===== src/rtl/hit_pkg.sv =====
// Shared definitions for the hit/ring measurement path: state encoding and default widths.
package hit_pkg;

  localparam int DW_DEF = 16;
  localparam int CW_DEF = 16;

  localparam logic [1:0] ST_IDLE = 2'd0;
  localparam logic [1:0] ST_ARM  = 2'd1;
  localparam logic [1:0] ST_HIT  = 2'd2;
  localparam logic [1:0] ST_LOCK = 2'd3;

  typedef enum logic [1:0] {
    S_IDLE = ST_IDLE,
    S_ARM  = ST_ARM,
    S_HIT  = ST_HIT,
    S_LOCK = ST_LOCK
  } state_t;

endpackage


===== src/rtl/hit_ctrl_if.sv =====
// Sample stream, configuration, host command and ring-counter control/status bundle of one channel.
interface hit_ctrl_if import hit_pkg::*; #(
  parameter int DW = DW_DEF,
  parameter int CW = CW_DEF
);

  logic [DW-1:0] sm_data;
  logic          sm_vld;
  logic          cfg_en;
  logic [DW-1:0] cfg_th_start;
  logic [DW-1:0] cfg_th_stop;
  logic [CW-1:0] cfg_holdoff;
  logic [CW-1:0] cfg_win_max;
  logic [CW-1:0] cfg_lock_len;
  logic          cmd_abort;
  logic          now_hit;
  logic          now_lock;
  logic          force_end;
  logic [1:0]    stu_state;
  logic [CW-1:0] stu_hit_cnt;
  logic [CW-1:0] stu_abort_cnt;
  logic [CW-1:0] hit_len;
  logic          hit_len_vld;

  modport master (
    input  sm_data, sm_vld, cfg_en, cfg_th_start, cfg_th_stop,
           cfg_holdoff, cfg_win_max, cfg_lock_len, cmd_abort,
    output now_hit, now_lock, force_end, stu_state,
           stu_hit_cnt, stu_abort_cnt, hit_len, hit_len_vld
  );

  modport slave (
    output sm_data, sm_vld, cfg_en, cfg_th_start, cfg_th_stop,
           cfg_holdoff, cfg_win_max, cfg_lock_len, cmd_abort,
    input  now_hit, now_lock, force_end, stu_state,
           stu_hit_cnt, stu_abort_cnt, hit_len, hit_len_vld
  );

endinterface


===== src/rtl/hit_timer.sv =====
// Single counter reused for holdoff, hit duration and lock, since those phases never overlap.
module hit_timer import hit_pkg::*; #(
  parameter int CW = CW_DEF
) (
  input  logic          clk_sys,
  input  logic          rst,
  input  logic          clr,
  input  logic          ld1,
  input  logic          inc,
  input  logic [CW-1:0] cmp,
  output logic [CW-1:0] cnt,
  output logic          eq
);

  always_ff @(posedge clk_sys) begin
    if (rst || clr) begin
      cnt <= '0;
    end else if (ld1) begin
      cnt <= CW'(1);
    end else if (inc && (cnt != '1)) begin
      cnt <= cnt + 1'b1;
    end
  end

  assign eq = (cnt == cmp);

endmodule


===== src/rtl/hit_ctrl.sv =====
// Hit/lock sequencer driving now_hit, now_lock and force_end of the ring counter, plus status counters.
module hit_ctrl import hit_pkg::*; #(
  parameter int DW = DW_DEF,
  parameter int CW = CW_DEF
) (
  input logic        clk_sys,
  input logic        rst,
  hit_ctrl_if.master bus
);

  state_t        st, st_nxt;
  logic [DW-1:0] sample;
  logic [CW-1:0] t_cnt, t_cmp;
  logic          t_eq, t_clr, t_ld1, t_inc;
  logic          start_seen, stop_seen, armed, timeout;
  logic          fe_nxt, done_nxt;
  logic          now_hit_q, now_lock_q, force_end_q, hit_len_vld_q;
  logic [CW-1:0] hit_cnt_q, abort_cnt_q, hit_len_q;

  assign sample     = bus.sm_data;
  assign start_seen = bus.sm_vld && (sample >= bus.cfg_th_start);
  assign stop_seen  = bus.sm_vld && (sample <  bus.cfg_th_stop);
  assign armed      = (t_cnt >= bus.cfg_holdoff);
  assign timeout    = (bus.cfg_win_max != '0) && t_eq;
  assign t_cmp      = (st == S_LOCK) ? bus.cfg_lock_len : bus.cfg_win_max;

  hit_timer #(.CW(CW)) u_timer (
    .clk_sys (clk_sys),
    .rst     (rst),
    .clr     (t_clr),
    .ld1     (t_ld1),
    .inc     (t_inc),
    .cmp     (t_cmp),
    .cnt     (t_cnt),
    .eq      (t_eq)
  );

  always_comb begin
    st_nxt   = st;
    t_clr    = 1'b0;
    t_ld1    = 1'b0;
    t_inc    = 1'b0;
    fe_nxt   = 1'b0;
    done_nxt = 1'b0;
    case (st)
      S_IDLE: begin
        t_clr = 1'b1;
        if (bus.cfg_en) st_nxt = S_ARM;
      end
      S_ARM: begin
        if (!bus.cfg_en) begin
          st_nxt = S_IDLE;
          t_clr  = 1'b1;
        end else if (start_seen) begin
          // An early start crossing restarts the holdoff run instead of opening a window.
          if (armed) begin
            st_nxt = S_HIT;
            t_ld1  = 1'b1;
          end else begin
            t_clr = 1'b1;
          end
        end else if (bus.sm_vld) begin
          t_inc = 1'b1;
        end
      end
      S_HIT: begin
        if (!bus.cfg_en) begin
          st_nxt = S_IDLE;
          fe_nxt = 1'b1;
          t_clr  = 1'b1;
        end else if (bus.cmd_abort || timeout) begin
          st_nxt = S_ARM;
          fe_nxt = 1'b1;
          t_clr  = 1'b1;
        end else if (stop_seen) begin
          done_nxt = 1'b1;
          if (bus.cfg_lock_len == '0) begin
            st_nxt = S_ARM;
            t_clr  = 1'b1;
          end else begin
            st_nxt = S_LOCK;
            t_ld1  = 1'b1;
          end
        end else begin
          t_inc = 1'b1;
        end
      end
      S_LOCK: begin
        if (!bus.cfg_en) begin
          st_nxt = S_IDLE;
          fe_nxt = 1'b1;
          t_clr  = 1'b1;
        end else if (bus.cmd_abort) begin
          st_nxt = S_ARM;
          fe_nxt = 1'b1;
          t_clr  = 1'b1;
        end else if (t_eq) begin
          st_nxt = S_ARM;
          t_clr  = 1'b1;
        end else begin
          t_inc = 1'b1;
        end
      end
    endcase
  end

  // Outputs are registered from the next state so they line up with the state change.
  always_ff @(posedge clk_sys) begin
    if (rst) begin
      st            <= S_IDLE;
      now_hit_q     <= 1'b0;
      now_lock_q    <= 1'b0;
      force_end_q   <= 1'b0;
      hit_len_vld_q <= 1'b0;
      hit_len_q     <= '0;
      hit_cnt_q     <= '0;
      abort_cnt_q   <= '0;
    end else begin
      st            <= st_nxt;
      now_hit_q     <= (st_nxt == S_HIT);
      now_lock_q    <= (st_nxt == S_LOCK);
      force_end_q   <= fe_nxt;
      hit_len_vld_q <= done_nxt;
      if (done_nxt) begin
        hit_len_q <= t_cnt;
        hit_cnt_q <= hit_cnt_q + 1'b1;
      end
      if (fe_nxt) abort_cnt_q <= abort_cnt_q + 1'b1;
    end
  end

  assign bus.now_hit       = now_hit_q;
  assign bus.now_lock      = now_lock_q;
  assign bus.force_end     = force_end_q;
  assign bus.stu_state     = st;
  assign bus.stu_hit_cnt   = hit_cnt_q;
  assign bus.stu_abort_cnt = abort_cnt_q;
  assign bus.hit_len       = hit_len_q;
  assign bus.hit_len_vld   = hit_len_vld_q;

endmodule


===== src/flat_wrapper.sv =====
// flat-port wrapper written by rule: the top's interface ports become plain ports
module hit_ctrl_flat import hit_pkg::*;
#(
  parameter int DW = DW_DEF,
  parameter int CW = CW_DEF
)
  (clk_sys, rst, bus_sm_data, bus_sm_vld, bus_cfg_en, bus_cfg_th_start, bus_cfg_th_stop, bus_cfg_holdoff, bus_cfg_win_max, bus_cfg_lock_len, bus_cmd_abort, bus_now_hit, bus_now_lock, bus_force_end, bus_stu_state, bus_stu_hit_cnt, bus_stu_abort_cnt, bus_hit_len, bus_hit_len_vld);
  hit_ctrl_if #(.DW(DW), .CW(CW)) bus_i ();
  input logic clk_sys;
  input logic rst;
  input wire logic [$bits(bus_i.sm_data)-1:0] bus_sm_data;
  input wire logic [$bits(bus_i.sm_vld)-1:0] bus_sm_vld;
  input wire logic [$bits(bus_i.cfg_en)-1:0] bus_cfg_en;
  input wire logic [$bits(bus_i.cfg_th_start)-1:0] bus_cfg_th_start;
  input wire logic [$bits(bus_i.cfg_th_stop)-1:0] bus_cfg_th_stop;
  input wire logic [$bits(bus_i.cfg_holdoff)-1:0] bus_cfg_holdoff;
  input wire logic [$bits(bus_i.cfg_win_max)-1:0] bus_cfg_win_max;
  input wire logic [$bits(bus_i.cfg_lock_len)-1:0] bus_cfg_lock_len;
  input wire logic [$bits(bus_i.cmd_abort)-1:0] bus_cmd_abort;
  output wire logic [$bits(bus_i.now_hit)-1:0] bus_now_hit;
  output wire logic [$bits(bus_i.now_lock)-1:0] bus_now_lock;
  output wire logic [$bits(bus_i.force_end)-1:0] bus_force_end;
  output wire logic [$bits(bus_i.stu_state)-1:0] bus_stu_state;
  output wire logic [$bits(bus_i.stu_hit_cnt)-1:0] bus_stu_hit_cnt;
  output wire logic [$bits(bus_i.stu_abort_cnt)-1:0] bus_stu_abort_cnt;
  output wire logic [$bits(bus_i.hit_len)-1:0] bus_hit_len;
  output wire logic [$bits(bus_i.hit_len_vld)-1:0] bus_hit_len_vld;
  assign bus_i.sm_data = bus_sm_data;
  assign bus_i.sm_vld = bus_sm_vld;
  assign bus_i.cfg_en = bus_cfg_en;
  assign bus_i.cfg_th_start = bus_cfg_th_start;
  assign bus_i.cfg_th_stop = bus_cfg_th_stop;
  assign bus_i.cfg_holdoff = bus_cfg_holdoff;
  assign bus_i.cfg_win_max = bus_cfg_win_max;
  assign bus_i.cfg_lock_len = bus_cfg_lock_len;
  assign bus_i.cmd_abort = bus_cmd_abort;
  assign bus_now_hit = bus_i.now_hit;
  assign bus_now_lock = bus_i.now_lock;
  assign bus_force_end = bus_i.force_end;
  assign bus_stu_state = bus_i.stu_state;
  assign bus_stu_hit_cnt = bus_i.stu_hit_cnt;
  assign bus_stu_abort_cnt = bus_i.stu_abort_cnt;
  assign bus_hit_len = bus_i.hit_len;
  assign bus_hit_len_vld = bus_i.hit_len_vld;
  hit_ctrl #(.DW(DW), .CW(CW)) u_core (.clk_sys(clk_sys), .rst(rst), .bus(bus_i));
endmodule

===== config.mk =====
export PLATFORM = sky130hd
export DESIGN_NAME = hit_ctrl_flat
export DESIGN_NICKNAME = d
export VERILOG_FILES = /design/src/rtl/hit_pkg.sv /design/src/rtl/hit_ctrl_if.sv /design/src/rtl/hit_timer.sv /design/src/rtl/hit_ctrl.sv /design/src/flat_wrapper.sv
export SDC_FILE = /design/constraint.sdc
export NUM_CORES = 1
export LEC_CHECK = 0
export CAP_MARGIN = 25
export CORE_UTILIZATION = 52
export DETAILED_ROUTE_END_ITERATION = 8
export PLACE_DENSITY = 0.89
export REMOVE_ABC_BUFFERS = 1
export SYNTH_ARGS = -nofsm -noshare
export SYNTH_HDL_FRONTEND = slang
export SYNTH_HIERARCHICAL = 1
export SYNTH_SLANG_ARGS = --single-unit

===== constraint.sdc =====
create_clock -name clk_sys -period 9.95 [get_ports clk_sys]
set_clock_uncertainty 0.2 [all_clocks]
set_input_delay 2.4875 -clock clk_sys [delete_from_list [all_inputs] [get_ports clk_sys]]
set_output_delay 2.4875 -clock clk_sys [all_outputs]
set_load 0.02 [all_outputs]

==> results_dict.tcl <==
set metrics [dict create \
    status "complete, no violations" \
    worst_pin_slew_ns 0.913 \
    cap_violations 0 \
    hpwl_um 10600 \
    clk_pin_slew_ns 0.08 \
    clock_latency_ns 0.35 \
    vias_per_cell 5.82 \
    dieArea_um2 10100 \
    grt_max_degree 61 \
    mappedNetlistArea_um2 5030 \
    drt_iter0_drc 258 \
    yosys.cell_count.top_type "dfxtp_1" \
    cts_sinks 70 \
    num_rows 35 \
    stdcell_count 883 \
    comb_power_share_pct 15.3 \
    die_w_um 100 \
    synth_ff_type "dfxtp_1" \
    cts.htree.levels 3 \
    r2r-end "u_core/u_timer/cnt[7]" \
    die-height_um 100 \
    vdd_ir_drop_max_mv 0.111 \
    syn_to_final_growth_pct 37.8 \
    cts_tree "done" \
    diodes 0 \
    ys_ff_latch 70 \
    total_power_mw 0.687 \
    min_from "u_core/bus.stu_hit_cnt[15]" \
    wl_per_cell_um 15.8 \
    synth-edff-count 0 \
    rsz0062_at_grt "false" \
    worstHoldEndpoint "u_core/bus.stu_hit_cnt[15]" \
    fin_tns_setup_ns 0 \
    hold_buffers 0 \
    r2r_start "u_core/bus.stu_state[0]" \
    r2r_cells 13 \
    critPathLaunchType "input port" \
    post_cts.repair.setup_buffers 0 \
    ys_types 57 \
    p_clk_share_pct 43.8 \
    num-nets-final 905 \
    ff2ff_setup_slack_ns 5.09 \
    yosysSeqAreaShare_pct 27.9 \
    synth_area_leaders "dfxtp_1 (28%), ha_1 (14%), inv_1 (4.3%)" \
    place.gp.congestion 0.950 \
    dp.cells 866 \
    p_switching_mw 0.154 \
    hold_viol_final 0 \
    start_util_pct 54.2 \
    p_per_area_nw_per_um2 99.1 \
    overflow 0 \
    synth_top_area_share_pct 27.9 \
    setup_viol 0 \
    slew_headroom_pct 39.1 \
    drive_gt1_share_pct 6.63 \
    fp.coreArea_um2 9280 \
    cts_root_buf "clkbuf_8" \
    syn_inst 602 \
    p_int_mw 0.532 \
    firstDrtPassIters 5 \
    grt_pass1_wl_um 23100 \
    grt_pass1_vias 5097 \
    drtAntennaViolNets 0 \
    cp_data_required_time_ns 10.05 \
    vias 5139 \
    critPathKind "input port to flip-flop" \
    place.port_buffers 154 \
    async_flop_share_pct 0 \
    num_io_pins 155 \
    fmax_ghz 0.165 \
    antenna_found_initial 0 \
    finalMaxSlewViolations 0 \
    synth_area_leader_cell "dfxtp_1" \
    post-route-period-util_pct 60.8 \
    yosys_warnings 6 \
    cp_max_fo 13 \
    endpoint_kind "flip-flop" \
    clk_path_buf_depth 2 \
    worstHoldPathCells 2 \
    power.share.switching_pct 22.5 \
    numCtsBuffers 9 \
    grtUsageTotal_pct 28.1 \
    drc 0 \
    netlist_top_cells_count "dfxtp_1 (70), inv_1 (57), ha_1 (55)" \
    syn_avg_cell_area_um2 8.35 \
    wirelength_um 14000 \
    cp.arrival_ns 6.15 \
    timing.final.crit_period_ns 6.05 \
    seqPwrFrac_pct 41.0 \
    leakage_nw 2.91 \
    post_cts_resized 0 \
    hold_path_class "flip-flop to flip-flop" \
]
registers in the layout (all words and copies together) (netlist names):
register                  flops
u_core/bus.force_end          1
u_core/bus.stu_hit_cnt       16
u_core/bus.stu_state          2
u_core/bus.stu_abort_cnt     16
u_core/bus.now_hit            1
u_core/bus.now_lock           1
u_core/bus.hit_len_vld        1
u_core/bus.hit_len           16
u_core/u_timer/cnt           16
routing by layer:
| metal | wire [um] | global-route usage, % | part of all wire (%) |
|---|---|---|---|
| met2 | 6900 | 50.6 | 49 |
| met5 | 0 | 0 | 0 |
| met1 | 5750 | 32.3 | 41 |
| met3 | 1040 | 6.34 | 7.4 |
| met4 | 297 | 10.9 | 2.1 |
stage by stage:
stage          instance area (um2)  utilization, %  hold slack (ns)  setup WS [ns]
5_1_grt                       6930            74.6            0.339           3.74
4_1_cts                       6910            74.4            0.287           3.99
3_5_place_dp                  6650            71.6            0.274           3.63
3_3_place_gp                  6650            71.6            0.267           3.73
2_1_floorplan                 4930               -            0.313           4.45
6_report                      6930            74.6            0.289           3.90
layout by cell type (no fill, tap or decap), types with 2 or more instances in the layout:
cell type,Yosys,layout
xor2_1,10,10
o21ai_1,3,3
nor2b_1,6,6
xnor2_1,17,17
buf_4,0,2
nor4_1,10,10
nor2_1,45,45
o21a_1,3,3
a31oi_1,4,4
a21oi_1,39,39
and3_4,2,2
and3_1,11,11
or3_1,14,14
and4_1,5,5
nand2b_1,3,3
and2_1,10,10
nand3_1,25,25
clkdlybuf4s50_1,0,153
nand4_1,21,21
o211ai_1,5,5
mux2_1,2,2
a211oi_1,7,7
o31ai_1,11,11
ha_1,55,55
o21ai_0,22,22
dfxtp_1,70,70
o41ai_1,2,2
nand4_2,4,4
bufinv_16,0,4
clkbuf_8,0,9
mux2_2,16,16
or4_1,14,14
a21o_1,7,7
a211oi_2,2,2
mux2i_1,20,20
nor3_1,6,6
inv_1,57,57
nand2_1,34,34
cell families after synthesis:
logic type / after synthesis / share of synthesized area [%]
AOI/OAI and AO/OA: 118 / 15.2
xor gates and xnor gates: 27 / 4.70
adders and majority gates: 55 / 13.7
buffers and inverters: 78 / 6.15
DFF: 70 / 27.9
muxes: 38 / 8.01
and+or+nand+nor: 216 / 24.4
how the worst max path moves through the flow:
stage | cells after the start | from | endpoint
after global placement | 13 | bus_cfg_lock_len[15] | u_core/u_timer/cnt[7]
after CTS | 13 | bus_cfg_win_max[11] | u_core/u_timer/cnt[7]
after floorplan | 12 | bus_cfg_lock_len[12] | u_core/u_timer/cnt[7]
after global routing | 13 | bus_cfg_th_stop[15] | u_core/u_timer/cnt[13]
final | 13 | bus_cfg_win_max[11] | u_core/u_timer/cnt[7]
after detailed placement | 13 | bus_cfg_win_max[11] | u_core/u_timer/cnt[7]
power groups by stage:
| stage | combinational, mW | clock [mW] | sequential (mW) |
|---|---|---|---|
| floorplan | 0.0438 | 0 | 0.288 |
| global placement | 0.0996 | 0 | 0.288 |
| detailed placement | 0.104 | 0 | 0.288 |
| CTS | 0.104 | 0.304 | 0.281 |
| global route | 0.115 | 0.318 | 0.281 |
| finish | 0.105 | 0.301 | 0.281 |
worst max-delay path, stage by stage:
cell             delay (ns)
clkdlybuf4s50_1        0.47
mux2_2                 0.30
xnor2_1                0.16
nand4_1                0.11
nor4_1                 0.55
a21oi_2                0.16
and2_2                 0.27
nand3_1                0.08
o22ai_1                0.07
and3_1                 0.22
or3_1                  0.60
or4_1                  0.57
nand2_1                0.08
cell type report:
type | instances | area (um2)
fill | 687 | 2360
inverter | 57 | 214
multi-input combinational | 454 | 3320
timing repair buffer | 157 | 1570
clock buffer | 10 | 128
sequential | 70 | 1400
clock inverter | 6 | 134
tap | 129 | 161
No activity file was read; power rests on OpenSTA's default activity.
==> patch 1 (same flow settings) <==
Set the package constant `CW_DEF` to 8 (it was 16).
--- a/src/rtl/hit_pkg.sv
+++ b/src/rtl/hit_pkg.sv
@@ -2,7 +2,7 @@
 package hit_pkg;
 
   localparam int DW_DEF = 16;
-  localparam int CW_DEF = 16;
+  localparam int CW_DEF = 8;
 
   localparam logic [1:0] ST_IDLE = 2'd0;
   localparam logic [1:0] ST_ARM  = 2'd1;
Interface: changed (6 resized); port bits go from 155 to 107. The function was not compared with the original's and may differ.
==> patch 1 against the original RTL <==
Sequential power decreased by 46%; power decreased by 47%; non-clock buffer count fell by 50; wire length down 42%; first-iteration DRC count is 5.4% lower; design area is 38% lower; clock power fell by 58%; synthesized area is 40% lower; worst setup slack improved by 0.29 ns; sequential cell count shrank 32; core utilization is 2.0 points higher; final cell count fell by 37%; critical endpoint is now u_core/u_timer/cnt[5]$_SDFFE_PP0P_; largest power group is now registers; highest routed layer unchanged.
==> patch 1: results (changes against the original RTL) <==
worst skew pair latency 0.29 ns (was 0.35 ns); Placed Cells 547 (was 866); Post-synth top cells inv_1, ha_1, nor2_1 (was dfxtp_1, inv_1, ha_1); part of the power in the clock network 35.0% (was 43.8%); crit-path max FO 8 (was 13); Logic pwr share 22.7% (was 15.3%); first-pass GRT wire length 13,500 um (was 23,100 um); CTS H-tree depth 2 (was 3); vias in the first global route 2,991 (was 5,097); share of layout cells above drive strength 1 5.18% (was 6.63%); period utilisation layout 57.9% (was 60.8%); Worst Setup SP bus_cfg_lock_len[3] (was bus_cfg_win_max[11]); antenna fix cells 0 (unchanged); WP data arrival 5.77 ns (was 6.15 ns); dpl hpwl 6290 um (was 10,600 um); gp weighted congestion 0.893 (was 0.950); status complete, no violations (unchanged); sw frac 24.6% (was 22.5%); Synth cell types 53 (was 57); Via Count 3,084 (was 5,139); Iteration-0 DRC Markers 244 (was 258); worst reg2reg startpoint u_core/bus.stu_state[0]$_SDFF_PP0_ (unchanged); dpl ws 4.09 ns (was 3.63 ns); largest net degree at the start of global routing 34 (was 61); Worst path slowest cell nor3b_1 (was or3_1); reg2reg setup slack 5.67 ns (was 5.09 ns); Non-Filler Instances 555 (was 883); Crit path largest cell delay 0.70 ns (was 0.60 ns); pwr dens 84.9 mW/mm^2 (was 99.1 mW/mm^2); Post-Synthesis Cells 376 (was 602); Max-slew headroom 44.6% (was 39.1%); CTS buffer count 5 (was 9); DR pass1 iterations 8 (was 5); R2R depth 12 (was 13); Pleak 1.86 nW (was 2.91 nW); hold path depth 2 (unchanged); sequential-to-total area share from yosys stat 25.0% (was 27.9%); VDD IR-drop max 127 uV (was 111 uV); Final nets 606 (was 905); GRT Total Usage 27.5% (was 28.1%); setup bufs post-CTS 0 (unchanged); Post-Place Cell Area 0.00416 mm^2 (was 0.00665 mm^2); Synth area leaders dfxtp_1, ha_1, inv_1, nor2_1, xnor2_1 (was dfxtp_1, ha_1, inv_1, mux2i_1, a21oi_1); crit path to u_core/u_timer/cnt[5]$_SDFFE_PP0P_ (was u_core/u_timer/cnt[7]$_SDFFE_PP0P_); WL/cell 14.6 um (was 15.8 um)
==> patch 1: changes by cell type in the layout (fill, tap and decap cells not counted), moves of 9 or more <==
cell and change:
a21oi_1 -19, and2_1 -9, and3_1 -9, clkdlybuf4s50_1 -47, dfxtp_1 -32, mux2i_1 -9
nand3_1 -19, nand4_1 -11, o21ai_0 -9, o31ai_1 -10, or3_1 -10, or4_1 -13
==> patch 1: worst reg2reg max path: stages (launching register included) <==
cell and delay (ns):
dfxtp_1 0.46, ha_1 0.57, mux2_2 0.42, xnor2_1 0.13, nand4_1 0.10, nor2_1 0.08, a21boi_0 0.16, nor3_1 0.50
a21oi_1 0.14, nor3b_1 0.70, and4_1 0.35, o2111ai_1 0.17, mux2i_1 0.23
==> patch 1: layer usage <==
layer	global-route usage, %	vias up	wire length [um]
li1	-	1531	-
met1	33.9	1429	3540
met2	48.7	112	4080
met3	5.47	12	426
met4	7.22	0	81
met5	0	-	0
==> patch 1: kinds of logic (layout without fill, tap and decap cells) <==
family / count (synthesis) / after routing / synth area share, %
compound gates: 62 / 62 / 13.4
fa+ha+maj: 47 / 47 / 19.4
simple gates: 130 / 130 / 22.0
flops: 38 / 38 / 25.0
xor+xnor: 20 / 20 / 5.77
buf+inv: 59 / 166 / 7.41
mux: 20 / 20 / 6.96
==> patch 1: layout make-up <==
class / count / area (um^2)
Multi-Input combinational cell: 279 / 2050
Fill cell: 426 / 1300
Timing Repair Buffer: 107 / 1070
Sequential cell: 38 / 761
Inverter: 51 / 191
Tap cell: 72 / 90.1
Clock buffer: 5 / 68.8
Clock inverter: 3 / 40.0
==> patch 1: worst min path at each step <==
stage / startpoint / end / slack, ns
3_5_place_dp: u_core/bus.hit_len[2]$_SDFFE_PP0P_ / u_core/bus.hit_len[2]$_SDFFE_PP0P_ / 0.29
6_report: u_core/bus.hit_len[2]$_SDFFE_PP0P_ / u_core/bus.hit_len[2]$_SDFFE_PP0P_ / 0.31
3_3_place_gp: u_core/bus.hit_len[0]$_SDFFE_PP0P_ / u_core/bus.hit_len[0]$_SDFFE_PP0P_ / 0.27
4_1_cts: u_core/bus.stu_abort_cnt[5]$_SDFFE_PP0P_ / u_core/bus.stu_abort_cnt[5]$_SDFFE_PP0P_ / 0.31
5_1_grt: u_core/bus.stu_abort_cnt[5]$_SDFFE_PP0P_ / u_core/bus.stu_abort_cnt[5]$_SDFFE_PP0P_ / 0.33
2_1_floorplan: u_core/u_timer/cnt[1]$_SDFFE_PP0P_ / u_core/u_timer/cnt[1]$_SDFFE_PP0P_ / 0.31
==> patch 2 (same settings) <==
Made on the original files. Make the reset (`rst`) asynchronous in one clocked block.
--- a/src/rtl/hit_ctrl.sv
+++ b/src/rtl/hit_ctrl.sv
@@ -105,7 +105,7 @@
   end
 
   // Outputs are registered from the next state so they line up with the state change.
-  always_ff @(posedge clk_sys) begin
+  always_ff @(posedge clk_sys or posedge rst) begin
     if (rst) begin
       st            <= S_IDLE;
       now_hit_q     <= 1'b0;
Check against the original RTL: differs if rst is asserted again (counterexample within 4 cycles, from zero or initial values and one cycle with rst high); with rst held inactive, the same outputs for 10 cycles.
==> patch 2 against the original RTL <==
Sequential cell count did not move; final cell count decreased by 3.6%; design area decreased by 0.98%; sequential power rose by 4%; synthesized area down 1.0%; wire length grew 1.5%; power up 0.50%; worst setup slack got worse by 0.34 ns; hold slack lost 0.0080 ns; critical endpoint is now u_core/bus.stu_hit_cnt[3]$_DFFE_PP0P_; largest cell class unchanged.
==> patch 2: results (changes against the original RTL) <==
status complete, no violations (unchanged); Comb group 149 uW (was 105 uW); WL/cell 16.7 um (was 15.8 um); post-synthesis mux area share 4.25% (was 8.01%); Placed Cells 835 (was 866); Pleak 3.16 nW (was 2.91 nW); Iteration-0 DRC Markers 387 (was 258); CTS H-tree depth 3 (unchanged); share of layout cells above drive strength 1 6.23% (was 6.63%); vias per cell 5.82 (about the same); Crit path largest cell delay 0.72 ns (was 0.60 ns); sequential-to-total area share from yosys stat 33.6% (was 27.9%); Final nets 873 (was 905); largest net degree at the start of global routing 31 (was 61); Compound-Gate Fraction of Synth Area 11.9% (was 15.2%); P_clk 251 uW (was 301 uW); Synth Area per Inst 8.81 um^2 (was 8.35 um^2); P_sw 180 uW (was 154 uW); CP delay by family, top simple AND/OR/NAND/NOR gates (unchanged); Post-synth top cells nand2_1, inv_1, ha_1 (was dfxtp_1, inv_1, ha_1); fraction of the mapped netlist area in adder cells 13.8% (was 13.7%); Synth cell types 60 (was 57); Worst path slowest cell nor4_1 (was or3_1); Non-Filler Instances 851 (was 883); VDD IR-drop max 74.0 uV (was 111 uV); Synth area leaders dfrtp_1, ha_1, dfxtp_1, nand2_1, xnor2_1 (was dfxtp_1, ha_1, inv_1, mux2i_1, a21oi_1); first-pass GRT wire length 23,000 um (was 23,100 um); Max-slew headroom 37.3% (was 39.1%); total power 690 uW (was 687 uW); GRT Total Usage 29.2% (was 28.1%); setup bufs post-CTS 0 (unchanged); DR pass1 iterations 5 (unchanged); hold path depth 1 (was 2); gp weighted congestion 0.930 (was 0.950); crit-path max FO 20 (was 13); Post-Synth XOR/XNOR Area 8.09% (was 4.70%); WP data arrival 6.42 ns (was 6.15 ns); CTS Root Cell clkbuf_8 (unchanged); R2R depth 11 (was 13); dpl hpwl 11,200 um (was 10,600 um); Synth async-reset ratio 77.1% (was 0%)
==> patch 2: layout make-up <==
cell class                      count  area, um^2
Timing Repair Buffer              155        1570
Sequential cell                    70        1670
Clock inverter                      6        85.1
Inverter                           61         229
Fill cell                         639        2380
Multi-Input combinational cell    420        3010
Tap cell                          129         161
Clock buffer                       10         138
==> patch 2: final timing paths <==
kind	end	startpoint	slack [ns]
hold / removal	u_core/bus.stu_hit_cnt[15]$_DFFE_PP0P_	u_core/bus.stu_hit_cnt[15]$_DFFE_PP0P_	0.28
setup / recovery	u_core/bus.stu_hit_cnt[3]$_DFFE_PP0P_	bus_cfg_win_max[14]	3.56
setup reg to reg	u_core/bus.stu_hit_cnt[3]$_DFFE_PP0P_	u_core/bus.stu_state[0]$_DFF_PP0_	4.70
min in group asynchronous	u_core/bus.hit_len[8]$_DFFE_PP0P_	rst	2.45
hold reg to reg	u_core/bus.stu_hit_cnt[15]$_DFFE_PP0P_	u_core/bus.stu_hit_cnt[15]$_DFFE_PP0P_	0.28
max in group asynchronous	u_core/bus.stu_state[1]$_DFF_PP0_	rst	6.55
==> patch 2: per-stage QoR <==
stage | setup slack [ns] | hold slack, ns | utilization [%] | area, um^2
after floorplan | 4.44 | 0.274 | - | 4910
after global placement | 3.64 | 0.260 | 71.5 | 6610
after detailed placement | 3.46 | 0.263 | 71.8 | 6640
after CTS | 3.78 | 0.281 | 74.2 | 6860
after global routing | 3.45 | 0.305 | 74.2 | 6860
final | 3.56 | 0.281 | 74.2 | 6860
==> patch 2: per-layer routing <==
layer	up-vias	global-route usage [%]	wire, um
met5	-	0	0
met4	0	16.1	539
met3	64	5.85	947
met2	260	51.6	7240
met1	2318	32.9	5470
li1	2312	-	-
